File: src/rtl/event_logger_pkg.sv
// rtl/event_logger_pkg.sv - default sizes and shared types for the event logger
package event_logger_pkg;

  localparam int DEFAULT_DEPTH  = 8;
  localparam int DEFAULT_TS_W   = 16;
  localparam int DEFAULT_DROP_W = 8;

  typedef logic [DEFAULT_TS_W-1:0] ts_t;

endpackage

File: src/rtl/event_logger_fifo.sv
// rtl/event_logger_fifo.sv - synchronous FIFO holding captured timestamps
module event_logger_fifo #(
  parameter int DEPTH = 8,
  parameter int W     = 16
) (
  input  logic                     clk,
  input  logic                     reset_n,
  input  logic                     clear,
  input  logic                     push,
  input  logic                     pop,
  input  logic [W-1:0]             wr_data,
  output logic                     full,
  output logic                     empty,
  output logic [$clog2(DEPTH):0]   level,
  output logic [W-1:0]             rd_data
);

  localparam int AW = $clog2(DEPTH);
  localparam logic [AW-1:0] PTR_ONE  = AW'(1);
  localparam logic [AW:0]   LVL_ONE  = (AW+1)'(1);
  localparam logic [AW:0]   FULL_LVL = (AW+1)'(DEPTH);

  logic [W-1:0]  mem [DEPTH];
  logic [AW-1:0] wr_ptr;
  logic [AW-1:0] rd_ptr;
  logic          do_push;
  logic          do_pop;

  assign empty   = (level == '0);
  assign full    = (level == FULL_LVL);
  assign do_pop  = pop & ~empty & ~clear;
  // A full FIFO still accepts a write when the head leaves in the same cycle.
  assign do_push = push & ~clear & (~full | do_pop);
  assign rd_data = empty ? '0 : mem[rd_ptr];

  always_ff @(posedge clk or negedge reset_n) begin
    if (!reset_n) begin
      wr_ptr <= '0;
      rd_ptr <= '0;
      level  <= '0;
    end else if (clear) begin
      wr_ptr <= '0;
      rd_ptr <= '0;
      level  <= '0;
    end else begin
      if (do_push) wr_ptr <= wr_ptr + PTR_ONE;
      if (do_pop)  rd_ptr <= rd_ptr + PTR_ONE;
      if (do_push && !do_pop)      level <= level + LVL_ONE;
      else if (do_pop && !do_push) level <= level - LVL_ONE;
    end
  end

  always_ff @(posedge clk) begin
    if (do_push) mem[wr_ptr] <= wr_data;
  end

endmodule

File: src/rtl/event_logger.sv
// rtl/event_logger.sv - timestamps enabled events into a FIFO and counts drops
module event_logger import event_logger_pkg::*; #(
  parameter int DEPTH  = DEFAULT_DEPTH,
  parameter int TS_W   = DEFAULT_TS_W,
  parameter int DROP_W = DEFAULT_DROP_W
) (
  input  logic                    clk,
  input  logic                    reset_n,
  input  logic                    enable,
  input  logic                    event_occurred,
  input  logic                    clear,
  input  logic                    rd_ready,
  output logic                    rd_valid,
  output logic [TS_W-1:0]         rd_timestamp,
  output logic [$clog2(DEPTH):0]  level,
  output logic                    overflow,
  output logic [DROP_W-1:0]       dropped
);

  localparam logic [TS_W-1:0]   TS_ONE   = TS_W'(1);
  localparam logic [DROP_W-1:0] DROP_ONE = DROP_W'(1);

  logic [TS_W-1:0] ts_cnt;
  logic            push_req;
  logic            full;
  logic            empty;
  logic            drop;

  assign push_req = enable & event_occurred;
  assign rd_valid = ~empty;
  // Full implies valid, so rd_ready alone decides whether the head leaves.
  assign drop     = push_req & full & ~rd_ready & ~clear;

  event_logger_fifo #(
    .DEPTH (DEPTH),
    .W     (TS_W)
  ) u_fifo (
    .clk     (clk),
    .reset_n (reset_n),
    .clear   (clear),
    .push    (push_req),
    .pop     (rd_ready),
    .wr_data (ts_cnt),
    .full    (full),
    .empty   (empty),
    .level   (level),
    .rd_data (rd_timestamp)
  );

  always_ff @(posedge clk or negedge reset_n) begin
    if (!reset_n) begin
      ts_cnt   <= '0;
      overflow <= 1'b0;
      dropped  <= '0;
    end else if (clear) begin
      ts_cnt   <= '0;
      overflow <= 1'b0;
      dropped  <= '0;
    end else begin
      if (enable) ts_cnt <= ts_cnt + TS_ONE;
      if (drop) begin
        overflow <= 1'b1;
        if (dropped != {DROP_W{1'b1}}) dropped <= dropped + DROP_ONE;
      end
    end
  end

endmodule

File: config.mk
export PLATFORM = sky130hd
export DESIGN_NAME = event_logger
export DESIGN_NICKNAME = d
export VERILOG_FILES = /design/src/rtl/event_logger_pkg.sv /design/src/rtl/event_logger_fifo.sv /design/src/rtl/event_logger.sv
export SDC_FILE = /design/constraint.sdc
export NUM_CORES = 1
export LEC_CHECK = 0
export CORE_MARGIN = 4
export CORE_UTILIZATION = 25
export CTS_CLUSTER_SIZE = 24
export DETAILED_ROUTE_END_ITERATION = 12
export GPL_TIMING_DRIVEN = 0
export PLACE_DENSITY_LB_ADDON = 0.3
export SLEW_MARGIN = 10
export SYNTH_ARGS = -nofsm -noshare
export SYNTH_HDL_FRONTEND = slang
export SYNTH_HIERARCHICAL = 1
export SYNTH_SLANG_ARGS = --single-unit
File: constraint.sdc
create_clock -name clk -period 3.19 [get_ports clk]
set_clock_uncertainty 0.1 [all_clocks]
set_input_delay 0.4785 -clock clk [delete_from_list [all_inputs] [get_ports clk]]
set_output_delay 0.4785 -clock clk [all_outputs]
set_load 0.02 [all_outputs]
# Yosys cells after proc, flatten, opt, wreduce, memory -nomap -nowiden
# Memories as Yosys holds them, arrays and structs flattened.
# Cells that the tools add are included.
[word_totals] input_bits=6 mem_bits_rw=128 reg_bits=35 elab_cells=57 n_memories=1 out_inout_bits=30
[memory_table] name="u_fifo.mem" words=8 word_bits=16 read_ports=1 rd_ports_with_merged_regs=0 wr=1 line_no="event_logger_fifo.sv:23" rtl="logic [W-1:0] mem [DEPTH];"
[classes] reduce_logical=12 muxes=17 eq_ne=2 add_sub_neg=6 n_bitwise=13
[op_table] operator="$mux W16" n=3
[op_table] operator="$mux W8" n=3
[op_table] operator="$add A16 B1 Y16 const B" n=1
[op_table] operator="$mux W3" n=4
[op_table] operator="$mux W4" n=3
[op_table] operator="$reduce_bool A2 Y1" n=5
[op_table] operator="$add A8 B1 Y8 const B" n=1
[op_table] operator="$and A1 B1 Y1" n=8
[op_table] operator="$ne A8 B8 Y1 const B" n=1
[op_table] operator="$add A3 B1 Y3 const B" n=2
[op_table] operator="$add A4 B1 Y4 const B" n=1
[op_table] operator="$eq A4 B4 Y1 const B" n=1
[op_table] operator="$logic_not A4 Y1" n=1
[op_table] operator="$mux W1" n=4
[op_table] operator="$not A1 Y1" n=4
[op_table] operator="$sub A4 B1 Y4 const B" n=1
[op_table] operator="$reduce_bool A3 Y1" n=1
[op_table] operator="$logic_and A1 B1 Y1" n=2
[op_table] operator="$logic_not A1 Y1" n=2
[op_table] operator="$reduce_and A2 Y1" n=1
[op_table] operator="$or A1 B1 Y1" n=1

# Longest topological paths before layout
[depth] ltp_word=11 mapped_depth=10 ltp_nobuf=8

# Hierarchy
# The synthesis kept the hierarchy.
[by_module_without_submodules] module="event_logger_fifo" instances=1 area_each_um2=5636.7 cells_per_inst=291 seq_area_each_um2=4093.9
[by_module_without_submodules] module="event_logger" instances=1 area_each_um2=1336.3 cells_per_inst=130 seq_area_each_um2=625.6

# Least setup slack after synthesis
# No wires, ideal clock.
[synth_timing] kind="in2reg" startpoint="input port enable" endpoint="memory u_fifo.mem[1][0] (enable)" setup_ps=409 path_stages=6 t_required_ps=2681 setup_slack_ps=187 t_arrival_ps=2494 path_cell_list="buf_4 > and2_1 > buf_4 > nor2b_1 > o211ai_1 > nor3_1"
[synth_between] elab_chain_len=5
[synth_rtl] element="start, declared" line_no="event_logger.sv:9" rtl="input logic enable,"
[synth_rtl] element="$and A1 B1 Y1" line_no="event_logger.sv:29" rtl="assign push_req = enable & event_occurred;"
[synth_rtl] element="net push_req" line_no="event_logger.sv:24" rtl="logic push_req;"
[synth_rtl] element="$and A1 B1 Y1 (2 in series)" line_no="event_logger_fifo.sv:33" rtl="assign do_push = push & ~clear & (~full | do_pop);"
[synth_rtl] element="$mux W1" line_no="event_logger_fifo.sv:54" rtl="if (do_push) mem[wr_ptr] <= wr_data;"
[synth_rtl] element="$mux W1 (implied by the code)" line_no="event_logger_fifo.sv:54"
[synth_rtl] element="end, declared" line_no="event_logger_fifo.sv:23"
# The timed path passes the listed nets, and every way through them passes these cells.

# Final worst setup path
[layout_timing] startpoint="register u_fifo.rd_ptr[0]" endpoint="output port rd_timestamp[2]"
[layout_between] elab_chain_len=2
[layout_rtl] element="start, declared" line_no="event_logger_fifo.sv:25" rtl="logic [AW-1:0] rd_ptr;"
[layout_rtl] element="start signal, assigned" line_no="event_logger_fifo.sv:47" rtl="if (do_pop) rd_ptr <= rd_ptr + PTR_ONE;"
[layout_rtl] element="$mem_v2 Z8 W16"
[layout_rtl] element="$mux W16" line_no="event_logger_fifo.sv:34" rtl="assign rd_data = empty ? '0 : mem[rd_ptr];"
[layout_rtl] element="end, declared" line_no="event_logger.sv:14" rtl="output logic [TS_W-1:0] rd_timestamp,"
# No other way between the ends.

==> out/metrics.yaml <==
status: "finished clean"
core_region_area_um2: 27180
drive_above_1_share_pct: 23.90
dp_cells: 838
grt_max_degree: 32
tightestPinTransition_ps: 650.6
yosysMostFrequentCell: "edfxtp_1"
cp-end-kind: "output port"
finalSetupViolCount: 0
ys_seq_area_share_pct: 67.68
min_period_over_period_pct: 95.26
setup.worst_path.class: "reg2out"
timing.critical_path.cells: "buf_4, buf_8, mux4_2, mux2i_1, nor2_1, clkdlybuf4s50_1"
required_ps: 2610
syn_avg_cell_area_um2: 16.56
port-buffer-count: 34
synth_xor_area_share_pct: 2.638
grt_usage_pct: 10.21
die_width_um: 175.0
clock_latency_ps: 420
dpl_cell_area_um2: 7939
netlist_instances: 421
yosys-top-cells-count: "edfxtp_1, nor2_1, dfrtp_1, mux4_2, mux2i_1"
first_iter_violations: 260
ant_nets: 0
cts_sinks: 163
dr_wl_met3_um: 513
relSlewSlack_pct: 56.58
yosys_warnings: 6
rrSetupSlack_ps: 750
post_drt_wl_per_cell_um: 17.31
die_h_um: 175.0
nets: 498
hold_ws_ps: 308.1
antenna_cells: 0
synth_top_family_by_area: "multiplexers"
cts_made_buffers: 17
grt_first_pass_wirelength_mm: 23.54
maxSlewViolCount: 0
max_clock_freq_mhz: 329.1
synth_compound_area_share_pct: 3.212
slowest_delay_ps: 540
placementRows: 60
reg2reg_depth: 8
p_per_area_nw_per_um2: 723.6
num_vias: 3736
root_buffer: "clkbuf_16"
via_per_inst: 4.294
synthFlopType: "edfxtp_1"
hp-class: "in2async"
io_pins: 36
ir_drop_v: 0.0003529
hold_viol_final: 0
synth_mux_area_share_pct: 14.14
finalCriticalPeriod_ps: 3039
fin_cells: 870
drt-met1-wl_mm: 6.646
critPathSlowestCell: "clkdlybuf4s50_1"
syn_nets: 434
areaGrowthSynthToFinish_pct: 22.52
routed_wl_mm: 15.06
grt-ovfl-total: 0
total_power_uw: 6182
drcViolationCount: 0
topRoutingLayerUsed: "met4"
synth_cell_type_count: 50
synth_area_um2: 6973
cp_max_fo: 10
yosysTopAreaCell: "edfxtp_1"
worstReg2RegStart: "u_fifo/level[2]$_DFFE_PN0P_"
clkTransAtPathRegs_ps: 70
maxCapViolCount: 0
cp.arrival_ps: 2460
h-tree-depth: 4
dp_hpwl_mm: 10.24
finalInstanceArea_um2: 8543
async_reset_ff_share_pct: 21.47
start_kind: "register"
start_util_pct: 25.66
p_leak_uw: 0.002835
die_area_um2: 30630
synth-simple-area-share_pct: 8.541
cts_buffer_depth: 2
grt_pass1_vias: 4033
antenna_found_initial: 0
cts_tree: "built"
rsz0062_at_grt: "false"
rr_endpoint: "u_fifo/level[3]$_DFFE_PN0P_"
place_congestion: 0.7822
dr_wl_met2_mm: 7.748
netlist_top_cells_area: "edfxtp_1, dfrtp_1, mux4_2"
synth-adder-area-share_pct: 1.364
synth-seq-cells: 163
synth-edff-count: 128
first_pass_iters: 4
fill_cells: 2697
yosysTopAreaCellShare_pct: 55.12
## registers in the layout, summed over array words and instances, names as in the netlist
signal         flops
u_fifo/rd_ptr      3
ts_cnt            16
u_fifo/wr_ptr      3
dropped            8
u_fifo/level       4
overflow           1
u_fifo/mem       128
## cell families (layout without fill, tap and decap cells)
family | after synthesis | count (layout)
buffers and inverters | 31 | 108
flip-flops | 163 | 163
AO/OA/AOI/OAI | 26 | 26
XOR/XNOR | 21 | 21
adder cells (fa/ha/maj) | 7 | 7
AND/OR/NAND/NOR | 115 | 115
multiplexers | 58 | 58
## where the power goes
part / leakage (µW) / switching, µW / internal (µW)
logic: 0.000958 / 972 / 932
clock network: 0.000262 / 863 / 1020
registers: 0.00161 / 69.7 / 2330
total: 0.00283 / 1910 / 4280
## layout make-up
type / instances / area [µm²] / share of cell area, %
clock inverter: 14 / 120.1 / 1.406
buffer: 19 / 156.4 / 1.831
sequential: 163 / 4721 / 55.26
multi-input combinational: 227 / 2113 / 24.74
timing repair buffer: 48 / 504.2 / 5.902
inverter: 9 / 33.78 / 0.3954
clock buffer: 18 / 429.2 / 5.023
tap: 372 / 465.4 / 5.448
## worst max-delay path, delay by kind of cell, from the launching register on
| family | cells | cell delay (ps) |
|---|---|---|
| DFF | 1 | 350 |
| muxes | 2 | 690 |
| and+or+nand+nor | 1 | 60 |
| buffers and inverters | 3 | 920 |
## worst max path at each step
stage | startpoint | endpoint | cells after the start
global placement | event_occurred | u_fifo/mem[0][11]$_DFFE_PP_ | 6
detailed placement | u_fifo/level[3]$_DFFE_PN0P_ | rd_timestamp[8] | 5
floorplan | enable | u_fifo/mem[1][0]$_DFFE_PP_ | 6
finish | u_fifo/rd_ptr[0]$_DFFE_PN0P_ | rd_timestamp[2] | 6
CTS | u_fifo/rd_ptr[1]$_DFFE_PN0P_ | rd_timestamp[3] | 6
global route | u_fifo/rd_ptr[0]$_DFFE_PN0P_ | rd_timestamp[2] | 6
## metal layers
layer | global-route usage (%) | vias to the layer above
met3 | 2.207 | 16
met2 | 17.64 | 69
met1 | 12.70 | 1908
li1 | - | 1743
met5 | 0 | -
met4 | 3.535 | 0
## per-stage QoR
stage | TNS, ps | worst slack [ps] | util, %
4_1_cts | 0 | 13.75 | 31.42
3_5_place_dp | -59.72 | -22.47 | 29.21
2_1_floorplan | 0 | 187.2 | -
3_3_place_gp | -93080 | -1314 | 28.62
5_1_grt | 0 | 3.064 | 31.44
6_report | 0 | 151.3 | 31.44
## placed cells by master (no fill, tap or decap), drive strengths merged, types with 5 or more instances in the layout
cell type,n
edfxtp,128
nor2,58
nand2,10
clkbuf,22
xor2,11
clkdlybuf4s50,30
mux4,32
nor3,6
dfrtp,35
mux2i,22
o211ai,7
nand4,5
buf,29
o21ai,6
ha,6
inv,16
xnor2,10
nand3,8
nor4,6
## repair_timing
item                                    in CTS  in global routing
buffers inserted                             2                  0
endpoints found under the setup margin      17                  7
hold buffers                                 1                  0
hold endpoints to repair                     4                  0
pin swaps                                    1                  0
resized for setup                           12                  3
Note: power is estimated with default switching activity, not from simulation.
